--- src/rtl/add_sub_if.sv ---
// Valid/ready request and response bundle for the sequential adder/subtractor.
// The master drives operands and out_ready. The slave returns the result, the flags and busy.
interface add_sub_if #(
  parameter int WIDTH = 16
);
  logic             in_valid;
  logic             in_ready;
  logic [WIDTH-1:0] op_a;
  logic [WIDTH-1:0] op_b;
  logic             op_sub;
  logic             out_valid;
  logic             out_ready;
  logic [WIDTH-1:0] result;
  logic             flag_c;
  logic             flag_v;
  logic             flag_z;
  logic             flag_n;
  logic             busy;

  modport master (
    output in_valid, op_a, op_b, op_sub, out_ready,
    input  in_ready, out_valid, result, flag_c, flag_v, flag_z, flag_n, busy
  );

  modport slave (
    input  in_valid, op_a, op_b, op_sub, out_ready,
    output in_ready, out_valid, result, flag_c, flag_v, flag_z, flag_n, busy
  );
endinterface

--- src/rtl/add_sub_seq.sv ---
// Digit-serial adder/subtractor: DIGIT bits per clock from the LSB slice upward, with a registered ripple carry.
// Partial sums collect in a work register, so the visible result changes only when an operation completes.
module add_sub_seq #(
  parameter int WIDTH = 16,
  parameter int DIGIT = 4
) (
  input  logic     clk,
  input  logic     rst,
  add_sub_if.slave bus
);
  // state | meaning
  // IDLE  | waiting for a request, in_ready high
  // RUN   | one DIGIT-wide slice added per cycle
  // DONE  | result/flags presented until out_ready
  localparam int STEPS = WIDTH / DIGIT;
  localparam int CW    = (STEPS > 1) ? $clog2(STEPS) : 1;

  typedef enum logic [1:0] {IDLE, RUN, DONE} state_t;

  state_t           state;
  logic [WIDTH-1:0] a_reg;
  logic [WIDTH-1:0] b_reg;
  logic [WIDTH-1:0] work;
  logic             carry;
  logic [CW-1:0]    cnt;

  int               idx;
  logic [DIGIT-1:0] a_s;
  logic [DIGIT-1:0] b_s;
  logic [DIGIT:0]   sum;
  logic [WIDTH-1:0] next_work;
  logic             msb_cin;

  always_comb begin
    idx       = 0;
    a_s       = '0;
    b_s       = '0;
    sum       = '0;
    next_work = work;
    msb_cin   = 1'b0;
    idx       = int'(cnt) * DIGIT;
    a_s       = a_reg[idx +: DIGIT];
    b_s       = b_reg[idx +: DIGIT];
    sum       = {1'b0, a_s} + {1'b0, b_s} + {{DIGIT{1'b0}}, carry};
    next_work[idx +: DIGIT] = sum[DIGIT-1:0];
    // The carry into the MSB is recovered from the MSB sum bit.
    // This avoids a second adder for the lower DIGIT-1 bits.
    msb_cin   = next_work[WIDTH-1] ^ a_reg[WIDTH-1] ^ b_reg[WIDTH-1];
  end

  always_ff @(posedge clk) begin
    if (rst) begin
      state         <= IDLE;
      a_reg         <= '0;
      b_reg         <= '0;
      work          <= '0;
      carry         <= 1'b0;
      cnt           <= '0;
      bus.in_ready  <= 1'b1;
      bus.out_valid <= 1'b0;
      bus.busy      <= 1'b0;
      bus.result    <= '0;
      bus.flag_c    <= 1'b0;
      bus.flag_v    <= 1'b0;
      bus.flag_z    <= 1'b0;
      bus.flag_n    <= 1'b0;
    end else begin
      case (state)
        IDLE: begin
          if (bus.in_valid) begin
            a_reg        <= bus.op_a;
            b_reg        <= bus.op_sub ? ~bus.op_b : bus.op_b;
            carry        <= bus.op_sub;
            cnt          <= '0;
            work         <= '0;
            state        <= RUN;
            bus.in_ready <= 1'b0;
            bus.busy     <= 1'b1;
          end
        end
        RUN: begin
          work  <= next_work;
          carry <= sum[DIGIT];
          if (cnt == CW'(STEPS - 1)) begin
            bus.result    <= next_work;
            bus.flag_c    <= sum[DIGIT];
            bus.flag_v    <= msb_cin ^ sum[DIGIT];
            bus.flag_z    <= (next_work == '0);
            bus.flag_n    <= next_work[WIDTH-1];
            bus.out_valid <= 1'b1;
            state         <= DONE;
          end else begin
            cnt <= cnt + CW'(1);
          end
        end
        DONE: begin
          if (bus.out_ready) begin
            state         <= IDLE;
            bus.out_valid <= 1'b0;
            bus.in_ready  <= 1'b1;
            bus.busy      <= 1'b0;
          end
        end
        default: state <= IDLE;
      endcase
    end
  end
endmodule

--- src/flat_wrapper.sv ---
// flat-port wrapper written by rule: the top's interface ports become plain ports
module add_sub_seq_flat 
#(
  parameter int WIDTH = 16,
  parameter int DIGIT = 4
)
  (clk, rst, bus_in_valid, bus_op_a, bus_op_b, bus_op_sub, bus_out_ready, bus_in_ready, bus_out_valid, bus_result, bus_flag_c, bus_flag_v, bus_flag_z, bus_flag_n, bus_busy);
  add_sub_if #(.WIDTH(WIDTH)) bus_i ();
  input  logic clk;
  input  logic rst;
  input wire logic [$bits(bus_i.in_valid)-1:0] bus_in_valid;
  input wire logic [$bits(bus_i.op_a)-1:0] bus_op_a;
  input wire logic [$bits(bus_i.op_b)-1:0] bus_op_b;
  input wire logic [$bits(bus_i.op_sub)-1:0] bus_op_sub;
  input wire logic [$bits(bus_i.out_ready)-1:0] bus_out_ready;
  output wire logic [$bits(bus_i.in_ready)-1:0] bus_in_ready;
  output wire logic [$bits(bus_i.out_valid)-1:0] bus_out_valid;
  output wire logic [$bits(bus_i.result)-1:0] bus_result;
  output wire logic [$bits(bus_i.flag_c)-1:0] bus_flag_c;
  output wire logic [$bits(bus_i.flag_v)-1:0] bus_flag_v;
  output wire logic [$bits(bus_i.flag_z)-1:0] bus_flag_z;
  output wire logic [$bits(bus_i.flag_n)-1:0] bus_flag_n;
  output wire logic [$bits(bus_i.busy)-1:0] bus_busy;
  assign bus_i.in_valid = bus_in_valid;
  assign bus_i.op_a = bus_op_a;
  assign bus_i.op_b = bus_op_b;
  assign bus_i.op_sub = bus_op_sub;
  assign bus_i.out_ready = bus_out_ready;
  assign bus_in_ready = bus_i.in_ready;
  assign bus_out_valid = bus_i.out_valid;
  assign bus_result = bus_i.result;
  assign bus_flag_c = bus_i.flag_c;
  assign bus_flag_v = bus_i.flag_v;
  assign bus_flag_z = bus_i.flag_z;
  assign bus_flag_n = bus_i.flag_n;
  assign bus_busy = bus_i.busy;
  add_sub_seq #(.WIDTH(WIDTH), .DIGIT(DIGIT)) u_core (.clk(clk), .rst(rst), .bus(bus_i));
endmodule
--- config.mk ---
export PLATFORM = sky130hd
export DESIGN_NAME = add_sub_seq_flat
export DESIGN_NICKNAME = d
export VERILOG_FILES = /design/src/rtl/add_sub_if.sv /design/src/rtl/add_sub_seq.sv /design/src/flat_wrapper.sv
export SDC_FILE = /design/constraint.sdc
export NUM_CORES = 1
export LEC_CHECK = 0
export BUFFER_PORTS_ARGS = -buffer_cell sky130_fd_sc_hd__buf_4
export CAP_MARGIN = 20
export CORE_MARGIN = 3
export CORE_UTILIZATION = 40
export DETAILED_ROUTE_END_ITERATION = 16
export HOLD_SLACK_MARGIN = 0.1
export PLACE_DENSITY = 0.58
export RECOVER_POWER = 50
export SYNTH_ARGS = -nofsm -noshare
export SYNTH_HDL_FRONTEND = slang
export SYNTH_SLANG_ARGS = --single-unit
--- constraint.sdc ---
create_clock -name clk -period 3.43 [get_ports clk]
set_clock_uncertainty 0.2 [all_clocks]
set_input_delay 0.686 -clock clk [delete_from_list [all_inputs] [get_ports clk]]
set_output_delay 0.686 -clock clk [all_outputs]
set_load 0.03 [all_outputs]
==> results.yml <==
timing:
  holdWs_ns: 0.257
  period_needed_ns: 3.18
  hold_viol_final: 0
  fmax_mhz: 315
  worstMarginPinSlew_ns: 1.46
  rsz0062_at_grt: "no"
  slew_violations: 0
  slew_headroom_pct: 2.75
  finalSetupViolCount: 0
  fin_crit_sh_pct: 92.6
  final.setup.tns_ns: 0
clock_tree:
  clock_path_buffers: 2
  root_buffer: "clkbuf_8"
  cts_buffers: 9
  cts_tree: "built"
  cts_setup_buffers: 0
  clock_latency_ns: 0.34
  hold_buffers: 0
  clock_sinks: 71
  cts_max_level: 3
  post_cts_resized: 0
  clkTransAtPathRegs_ns: 0.08
yosys:
  synthArstFlopShare_pct: 0
  ys_warn_count: 0
  synth_cell_types: 52
  synthFlopType: "dfxtp_1"
  syn_area_mm2: 0.00340
  seq_area_frac_synth_pct: 41.8
  synth-seq-cells: 71
  synthCells: 390
  syn_nets: 437
  avgSynthCellArea_um2: 8.72
  synth-edff-count: 0
die:
  dieArea_mm2: 0.00964
  die_w_um: 98.2
  core_area_mm2: 0.00797
  initial_core_util_pct: 42.7
  die_y_um: 98.2
  num_io_pins: 60
  rows: 32
routing:
  final_antenna_net_count: 0
  dr_total_vias: 2842
  wl_mm: 7.73
  drc_errors: 0
  drt_first_pass_iters: 4
  avgViaCountPerCell: 5.25
  routedWlPerCell_um: 14.3
  drt_iter0_drc: 89
power_and_ir_drop:
  clkPwrFrac_pct: 40.2
  total_power_w: 0.00201
  leakagePower_nw: 1.50
  p_sw_share_pct: 25.3
  vdd_drop_max_mv: 0.286
  p_sw_w: 0.000507
  p_comb_share_pct: 15.5
  p_int_w: 0.00150
  seq_power_share_pct: 44.3
  power.density_mw_per_mm2: 500
worst_setup_path:
  critical_path_class: "flop to flop"
  required_ns: 3.49
  cp.arrival_ns: 3.24
  end_kind: "flop"
  reg2reg_slack_ns: 0.25
  r2r_cells: 9
  worstPathMaxFanout: 13
  rr_startpoint: "u_core.cnt[0]"
  critPathLaunchType: "flop"
  r2r_end: "u_core.bus.flag_z"
cells_and_area:
  n_antenna_cell: 0
  areaGrowthSynthToFinish_pct: 18.0
  layout-drive-gt1-share_pct: 17.5
  final_nets: 481
  design_area_mm2: 0.00401
  post-route-util_pct: 50.4
status:
  status: "completed"
grt:
  grt_max_degree: 74
  grt_pass1_vias: 2706
  grt_overflow: 0
  grt_first_pass_wirelength_mm: 12.8
  antenna_found_initial: 0
  grt_use_total_pct: 16.2
placed_design:
  gp_congestion: 0.848
  portBuffers: 59
  post_dp_cell_area_mm2: 0.00386
  place_hpwl_mm: 5.41
worst_hold_path:
  hold_end: "u_core.a_reg[14]"
  hold_start: "u_core.a_reg[14]"
  hold_depth: 2
  holdCritPathClass: "flop to flop"
flow_run:
  max-cap-violations: 0
## metrics by stage
step,setup slack [ns],cells
6_report,0.254,541
5_1_grt,0.0582,541
4_1_cts,0.276,541
3_5_place_dp,0.292,525
3_3_place_gp,0.404,525
2_1_floorplan,0.392,390
## layer usage
| metal | up-vias | share of wire [%] | GRT usage (%) |
|---|---|---|---|
| met5 | - | 0 | 0 |
| met4 | 0 | 2.4 | 6.62 |
| met3 | 17 | 6.1 | 4.50 |
| met2 | 86 | 47 | 26.4 |
| met1 | 1297 | 45 | 20.1 |
| li1 | 1442 | - | - |
## critical path, cell delays in order, from the launching register on
cell     delay, ns
dfxtp_1       0.59
mux4_2        0.58
fa_1          0.42
inv_1         0.08
fa_1          0.20
xnor2_1       0.18
and2_4        0.20
nor4_2        0.26
nand4_1       0.15
o31ai_2       0.23
## cell families (layout without fill, tap and decap cells)
| kind of cell | after synthesis | after routing | share of synthesized area [%] |
|---|---|---|---|
| and+or+nand+nor | 152 | 152 | 20.6 |
| AOI/OAI and AO/OA | 90 | 90 | 17.4 |
| DFF | 71 | 71 | 41.8 |
| buffers and inverters | 39 | 88 | 5.37 |
| xor gates and xnor gates | 20 | 20 | 5.37 |
| adders and majority gates | 10 | 10 | 4.12 |
| muxes | 8 | 8 | 5.30 |
## power by group through the flow
stage                     registers, W  logic (W)  clock network, W
after floorplan               0.000902   0.000226                 0
after global placement        0.000909   0.000309                 0
after detailed placement      0.000909   0.000314                 0
after CTS                     0.000890   0.000315          0.000822
after global routing          0.000894   0.000347          0.000867
final                         0.000889   0.000311          0.000806
## cell type report
class	count	area, um2
Fill cell	796	3960
Multi-Input combinational cell	280	1800
Sequential cell	71	1420
Timing Repair Buffer	63	384
Clock buffer	10	138
Tap cell	102	128
Clock inverter	6	108
Inverter	9	33.8
## cell usage in the layout (no fill, tap or decap), types with 2 or more instances in the layout
cell type / n
nor2b_1: 6
a211oi_1: 22
buf_4: 39
clkbuf_1: 23
bufinv_16: 3
clkbuf_8: 10
fa_1: 2
nand2b_1: 5
a32oi_1: 3
a22oi_1: 4
a221oi_1: 2
nor2_1: 59
and2_1: 2
xnor2_1: 19
clkinv_2: 2
a21oi_1: 40
ha_1: 8
nand3b_1: 3
nand3_1: 8
dfxtp_1: 71
inv_1: 9
nand2_1: 49
mux4_2: 8
nor3_1: 7
a31oi_1: 7
## worst max path at each step
stage                        startpoint                 to
after floorplan           u_core.cnt[0]  u_core.bus.flag_z
after global placement    u_core.cnt[0]  u_core.bus.flag_z
after detailed placement  u_core.cnt[0]  u_core.bus.flag_z
after CTS                 u_core.cnt[0]  u_core.bus.flag_z
after global routing      u_core.cnt[0]  u_core.bus.flag_z
final                     u_core.cnt[0]  u_core.bus.flag_z
## cell usage after synthesis (7+ instances only)
library cell   n  share of area [%]
xnor2_1       19                4.9
nand3_1        8                1.2
mux4_2         8                5.3
dfxtp_1       71                 42
a31oi_1        7                1.3
inv_1          9               0.99
clkbuf_1      15                1.7
a21oi_1       40                5.9
ha_1           8                2.9
nor2_1        59                6.5
a211oi_1      22                4.9
buf_2          9                1.3
nor3_1         7                1.0
nand2_1       49                5.4
No activity file was read; power rests on OpenSTA's default activity.
